### src/rtl/vga_pkg.sv
// vga_pkg: line constants shared with the VGA sync block, plus the state type of the
// vertical-blank access scheduler.
//   VD          first line of vertical blank (visible lines 0..VD-1)
//   V_TOTAL     lines per frame
//   GUARD_LINES lines at the end of a frame in which no new grant is issued
package vga_pkg;

  localparam int unsigned Y_W = 10;

  localparam logic [Y_W-1:0] VD          = 10'd480;
  localparam logic [Y_W-1:0] V_TOTAL     = 10'd525;
  localparam logic [Y_W-1:0] GUARD_LINES = 10'd2;

  localparam logic [Y_W-1:0] LAST_LINE   = V_TOTAL - 10'd1;
  localparam logic [Y_W-1:0] CUTOFF_LINE = V_TOTAL - GUARD_LINES;

  typedef enum logic [1:0] {
    IDLE,
    ARB,
    GRANT,
    CLOSED
  } sched_state_e;

endpackage

### src/rtl/rr_arb2.sv
// rr_arb2: two-input round-robin picker, purely combinational.
//   req     in  2  requests
//   last_g  in  1  index that won the previous grant (held by the parent)
//   winner  out 1  index of the chosen requester (only meaningful when valid)
//   valid   out 1  at least one request is present
module rr_arb2 (
  input  logic [1:0] req,
  input  logic       last_g,
  output logic       winner,
  output logic       valid
);

  always_comb begin
    valid  = |req;
    winner = 1'b0;
    unique case (req)
      2'b00: winner = 1'b0;
      2'b01: winner = 1'b0;
      2'b10: winner = 1'b1;
      2'b11: winner = ~last_g;  // tie: whoever did not win last time
    endcase
  end

endmodule

### src/rtl/vblank_access_scheduler.sv
// vblank_access_scheduler: opens an access window on shared game state at the start of each
// vertical blank, round-robin grants it to two requesters inside that window, and produces
// per-frame and divided game-rate tick strobes. Single clock domain (CLOCK_50).
//
// Ports
//   CLOCK_50    in   1  system clock
//   reset       in   1  synchronous, active-high
//   pixel_y     in  10  current line from VGA sync
//   req         in   2  level request per requester, held until granted
//   done        in   2  one-cycle release pulse from the granted requester
//   gnt         out  2  one-hot or zero grant
//   window      out  1  access window open (ARB, GRANT, CLOSED)
//   frame_tick  out  1  pulse at window open
//   move_tick   out  1  pulse on every FRAME_DIV-th frame_tick
//   frame_cnt   out 16  frames since reset, wraps
//   overrun     out  1  sticky: a grant was still held at frame wrap
//
// Optional build macro VBLANK_SCHED_STATS_EN adds:
//   grant_cnt   out 16  grants issued since reset, wraps
//   overrun_cnt out  8  overrun events, saturates at 255
module vblank_access_scheduler #(
  parameter int unsigned FRAME_DIV = 4  // 1..255
) (
  input  logic        CLOCK_50,
  input  logic        reset,
  input  logic [9:0]  pixel_y,
  input  logic [1:0]  req,
  input  logic [1:0]  done,
  output logic [1:0]  gnt,
  output logic        window,
  output logic        frame_tick,
  output logic        move_tick,
  output logic [15:0] frame_cnt,
  output logic        overrun
`ifdef VBLANK_SCHED_STATS_EN
  ,
  output logic [15:0] grant_cnt,
  output logic [7:0]  overrun_cnt
`endif
);

  import vga_pkg::*;

  localparam logic [7:0] DIV_LAST = 8'(FRAME_DIV - 1);

  sched_state_e state;
  logic [9:0]   last_y;
  logic         last_g;
  logic [7:0]   div;

  logic open_evt;
  logic wrap_evt;
  logic cutoff;
  logic done_hit;
  logic arb_winner;
  logic arb_valid;

  // Edge detection on the line number: each fires for exactly one line transition.
  assign open_evt = (pixel_y == VD) && (last_y == VD - 10'd1);
  assign wrap_evt = (pixel_y == 10'd0) && (last_y == LAST_LINE);
  assign cutoff   = (pixel_y >= CUTOFF_LINE);

  // gnt is one-hot or zero, so masking done with it ignores stray or unowned pulses.
  assign done_hit = |(done & gnt);

  rr_arb2 u_rr_arb2 (
    .req    (req),
    .last_g (last_g),
    .winner (arb_winner),
    .valid  (arb_valid)
  );

  always_ff @(posedge CLOCK_50) begin
    if (reset) begin
      state      <= IDLE;
      last_y     <= '0;
      last_g     <= 1'b1;
      div        <= '0;
      gnt        <= '0;
      window     <= 1'b0;
      frame_tick <= 1'b0;
      move_tick  <= 1'b0;
      frame_cnt  <= '0;
      overrun    <= 1'b0;
`ifdef VBLANK_SCHED_STATS_EN
      grant_cnt   <= '0;
      overrun_cnt <= '0;
`endif
    end else begin
      last_y     <= pixel_y;
      frame_tick <= open_evt;
      move_tick  <= open_evt && (div == DIV_LAST);

      if (open_evt) begin
        frame_cnt <= frame_cnt + 16'd1;
        div       <= (div == DIV_LAST) ? 8'd0 : div + 8'd1;
      end

      case (state)
        IDLE: begin
          if (open_evt) begin
            state  <= ARB;
            window <= 1'b1;
          end
        end

        ARB: begin
          if (wrap_evt) begin
            state  <= IDLE;
            window <= 1'b0;
          end else if (cutoff) begin
            // Guard band: too close to the next frame to start a new access.
            state <= CLOSED;
          end else if (arb_valid) begin
            state  <= GRANT;
            gnt    <= arb_winner ? 2'b10 : 2'b01;
            last_g <= arb_winner;
`ifdef VBLANK_SCHED_STATS_EN
            grant_cnt <= grant_cnt + 16'd1;
`endif
          end
        end

        GRANT: begin
          if (done_hit) begin
            gnt <= '0;
            // A release landing on the wrap line still closes the window; it is not an overrun.
            if (wrap_evt) begin
              state  <= IDLE;
              window <= 1'b0;
            end else begin
              state <= ARB;
            end
          end else if (wrap_evt) begin
            gnt     <= '0;
            state   <= IDLE;
            window  <= 1'b0;
            overrun <= 1'b1;
`ifdef VBLANK_SCHED_STATS_EN
            if (overrun_cnt != 8'hFF) begin
              overrun_cnt <= overrun_cnt + 8'd1;
            end
`endif
          end
        end

        CLOSED: begin
          if (wrap_evt) begin
            state  <= IDLE;
            window <= 1'b0;
          end
        end

        default: begin
          state  <= IDLE;
          gnt    <= '0;
          window <= 1'b0;
        end
      endcase
    end
  end

endmodule

### config.mk
export PLATFORM = sky130hd
export DESIGN_NAME = vblank_access_scheduler
export DESIGN_NICKNAME = d
export VERILOG_FILES = /design/src/rtl/vga_pkg.sv /design/src/rtl/rr_arb2.sv /design/src/rtl/vblank_access_scheduler.sv
export SDC_FILE = /design/constraint.sdc
export NUM_CORES = 1
export LEC_CHECK = 0
export CORE_MARGIN = 2
export CORE_UTILIZATION = 51
export DETAILED_ROUTE_END_ITERATION = 10
export PLACE_DENSITY = 0.79
export SYNTH_ARGS = -nofsm -noshare
export SYNTH_HDL_FRONTEND = slang
export SYNTH_SLANG_ARGS = --single-unit
### constraint.sdc
create_clock -name CLOCK_50 -period 2.45 [get_ports CLOCK_50]
set_clock_uncertainty 0.2 [all_clocks]
set_input_delay 0.3675 -clock CLOCK_50 [delete_from_list [all_inputs] [get_ports CLOCK_50]]
set_output_delay 0.3675 -clock CLOCK_50 [all_outputs]
set_load 0.05 [all_outputs]
==> summary by stage <==
Pwr
Summing internal, switching and leakage power gives 1250 uW. The cell leakage power is around 0.00090 uW. The maximum VDD drop is 364 uV. The power density of the placed cells is roughly 490 mW/mm2.

Synth
The flip-flop and latch count after synthesis is between 40 and 50. The cell count after synthesis came out at 220. By area the synthesized netlist is led by dfxtp_1, xor2_1, nor2_1, nand4_1, nor2b_1. The yosys synthesis warning count is 0. The primary flip-flop cell chosen by synthesis mapping is dfxtp_1. The commonest cells after synthesis are dfxtp_1, nor2_1, nand2_1, nand4_1, xor2_1.

Yosys mapped a number of flops with a built-in enable equal to 0. The post-synthesis instance area is 0.00198 mm2. Among all cell types in the netlist, the one instantiated most often is dfxtp_1. The synthesized netlist contains between 40 and 50 unique library cells. A synthesized cell averages about 9 um2. The net count after synthesis is roughly 240. The largest area contributor in the synthesized netlist is dfxtp_1.

The proportion of register bits with asynchronous set or reset after synthesis is 0. The fraction of post-synthesis cell area in the top cell type by area is 0.436. Of the synthesized area, sequential elements account for 0.436.

STA
Summed over all failing endpoints, the final setup total negative slack is 0 ps. The worst hold slack is around 240 ps. The maximum clock frequency is roughly 460 MHz. Dividing the final minimum period by the clock period gives 0.884.

The worst max-slew margin expressed relative to the limit is 0.647. The max-slew violation count is 0. For the finished layout, the period the worst path requires is 2170 ps. Setup violations remaining at the end of the flow were counted as 0. The final-report hold violation count is 0.

Setup repair after global routing left no endpoint under its margin. For the pin with the worst max-slew slack, the measured transition is between 500 and 600 ps.

Critical path
The worst reg-to-reg path cell count is 5. For the worst setup path, the data required time is between 2000 and 2500 ps. Setup slack on the worst reg-to-reg path comes out at 620 ps.

The reg-to-reg startpoint is last_y[1]$_SDFF_PP0_. Along the worst path, the maximum fanout reaches 3. The worst setup path is of the primary input to flip-flop kind. The nature of the critical path startpoint is a primary input. At the worst endpoint, the arrival time is about 2200 ps. The endpoint kind of the worst setup timing path is a flip-flop. The endpoint of the most critical register-to-register path is frame_cnt[15]$_SDFFE_PP0P_.

Floorplanning
Pin placement for this block handled 38 I/O pins. The effective utilization at floorplan is 0.536. The area of the die is ~0.0044 mm2. The row count is 22. The placeable core region is roughly 0.0037 mm2. The die is between 60 and 70 um wide.

The height of the chip is roughly 66 um.

Global routing
The number of global-route vias before repair is around 1,600. Entering global routing, the biggest net connects 46 pins. The total global routing overflow is 0.

The wire length of the first global-routing pass is just under 7 mm. The initial antenna violation count is 0. The overall track demand over capacity in global routing is 0.205.

CTS
The clock reaches the later pin of the worst-skew pair after approximately 300 ps. TritonCTS built the clock tree. The number of levels in the clock H-tree is 2.

For this design, the CTS-stage hold fixing added 0 buffers. The number of buffers created by CTS is 5. The clock tree buffer depth is 2.

The clock net in this run drives a total of 43 sinks. The tree is rooted in a clkbuf_8. After clock tree synthesis, the clock-pin slew on the worst setup and hold paths is approximately 70 ps. Post-CTS timing repair inserted 0 buffers for setup. After clock tree synthesis, the repair step resized 0 gates.

Routing
The count of nets left with antenna violations once routing finished came out at 0. The final layout contains routed wiring with a total length of a little under 4 mm. In the routed design, unresolved DRC markers number 0. The average wire per standard cell is around 12 um. The first-iteration detailed-routing DRC count is 150. The first detailed-routing pass took 2 iterations.

Summing over every cut layer, the via total after detailed routing is 1,681. The routed via count divided by cell count is between 5 and 6.

Place
Input and output buffers added on the ports amount to 37. Summed over all nets, the half-perimeter wirelength after detailed placement is roughly 3.0 mm. The weighted congestion at the end of routability-driven global placement is roughly 0.78.

Layout
0 antenna diodes ended up in the layout. The post-synthesis to final-layout area growth is 27.7%. Of the cells placed in the final design, the portion with a size suffix greater than 1 is 0.0909.

In the final design database the tool counted approximately 280 nets. In the final layout, the multi-input gates occupy between 0.001 and 0.0015 mm2. Across the whole layout, storage elements account for between 800 and 900 um2. The filler cells instantiated in the layout total roughly 330. At the end of the flow the core is filled with cells to 0.684.

Min path
The worst hold path terminates at overrun$_SDFFE_PP0P_. Counting instances, the worst hold path has a depth of 2. The min-delay analysis places its worst path in the category flip-flop to flip-flop. The worst min-delay path startpoint is overrun$_SDFFE_PP0P_.

Run
The max-cap check violation count is 0.

Status
The flow ran to the end, and the final reports show no timing, DRC or antenna violations.
==> layout by cell type (no fill, tap or decap), drive strengths merged, types with 2 or more instances in the layout <==
cell type and n:
nor3 8, inv 4, o21ai 4, nor4 6, nand3 10, a21boi 2, and4b 2, o211ai 2
dfxtp 43, and2 3, clkdlybuf4s50 37, clkbuf 6, nand4 14, ha 2, nor4b 2, xnor2 6
a21oi 9, nand2 14, and4 6, xor2 13, nor2b 12, or3 2, buf 9, mux2i 3
nor2 27, and3 2
==> power breakdown <==
part / total (uW) / switching [uW] / internal, uW
logic: 90.1 / 41.7 / 48.4
registers: 720 / 9.00 / 711
clock network: 437 / 238 / 199
==> stage by stage <==
stage | std cells | instance area, um2 | setup slack, ps
detailed placement | 304 | 2440 | -34.7
floorplan | 220 | 1980 | 521
finish | 312 | 2520 | 285
global placement | 304 | 2440 | 1.02
global route | 312 | 2520 | 135
CTS | 312 | 2520 | 267
==> worst max path at each step <==
stage / startpoint / end / slack [ps] / cells after the start
finish: pixel_y[5] / gnt[1]$_SDFFE_PP0P_ / 280 / 6
global route: pixel_y[5] / gnt[1]$_SDFFE_PP0P_ / 130 / 6
CTS: frame_cnt[3]$_SDFFE_PP0P_ / frame_cnt[3] / 270 / 1
detailed placement: pixel_y[5] / last_g$_SDFFE_PP1P_ / -30 / 6
global placement: pixel_y[5] / gnt[0]$_SDFFE_PP0P_ / 1 / 6
floorplan: frame_cnt[3]$_SDFFE_PP0P_ / frame_cnt[15]$_SDFFE_PP0P_ / 520 / 5
==> flip-flops by register name, indices dropped and copies added, names as in the netlist <==
register,count
window,1
frame_cnt,16
last_y,10
gnt,2
overrun,1
div,8
frame_tick,1
last_g,1
move_tick,1
state,2
==> metal layers <==
metal,track usage,part of all wire,vias to the layer above,wire length [um]
met5,0,0,-,0
met4,0.0995,0.014,0,54
met3,0.0409,0.032,6,126
met2,0.346,0.49,26,1910
met1,0.246,0.46,781,1800
li1,-,-,868,-
==> critical path: stages <==
cell	delay, ps
clkdlybuf4s50_1	430
or4_4	550
o21ai_0	160
nand3_1	130
nor3_2	340
mux2i_1	220
==> final cells by class <==
class | count | share of cell area
clock buffer | 6 | 0.0288
timing repair buffer | 46 | 0.178
tap | 48 | 0.0238
multi-input combinational | 163 | 0.417
inverter | 4 | 0.00595
clock inverter | 2 | 0.00496
sequential | 43 | 0.341
==> cells by family (layout without fill, tap and decap cells) <==
family / count (synthesis) / in the layout / synth area share
and+or+nand+nor: 115 / 115 / 0.343
muxes: 4 / 4 / 0.0209
AOI/OAI and AO/OA: 23 / 23 / 0.0716
DFF: 43 / 43 / 0.436
adders and majority gates: 2 / 2 / 0.0127
xor gates and xnor gates: 19 / 19 / 0.0842
buffers and inverters: 14 / 58 / 0.0317
No activity file was read; power rests on OpenSTA's default activity.
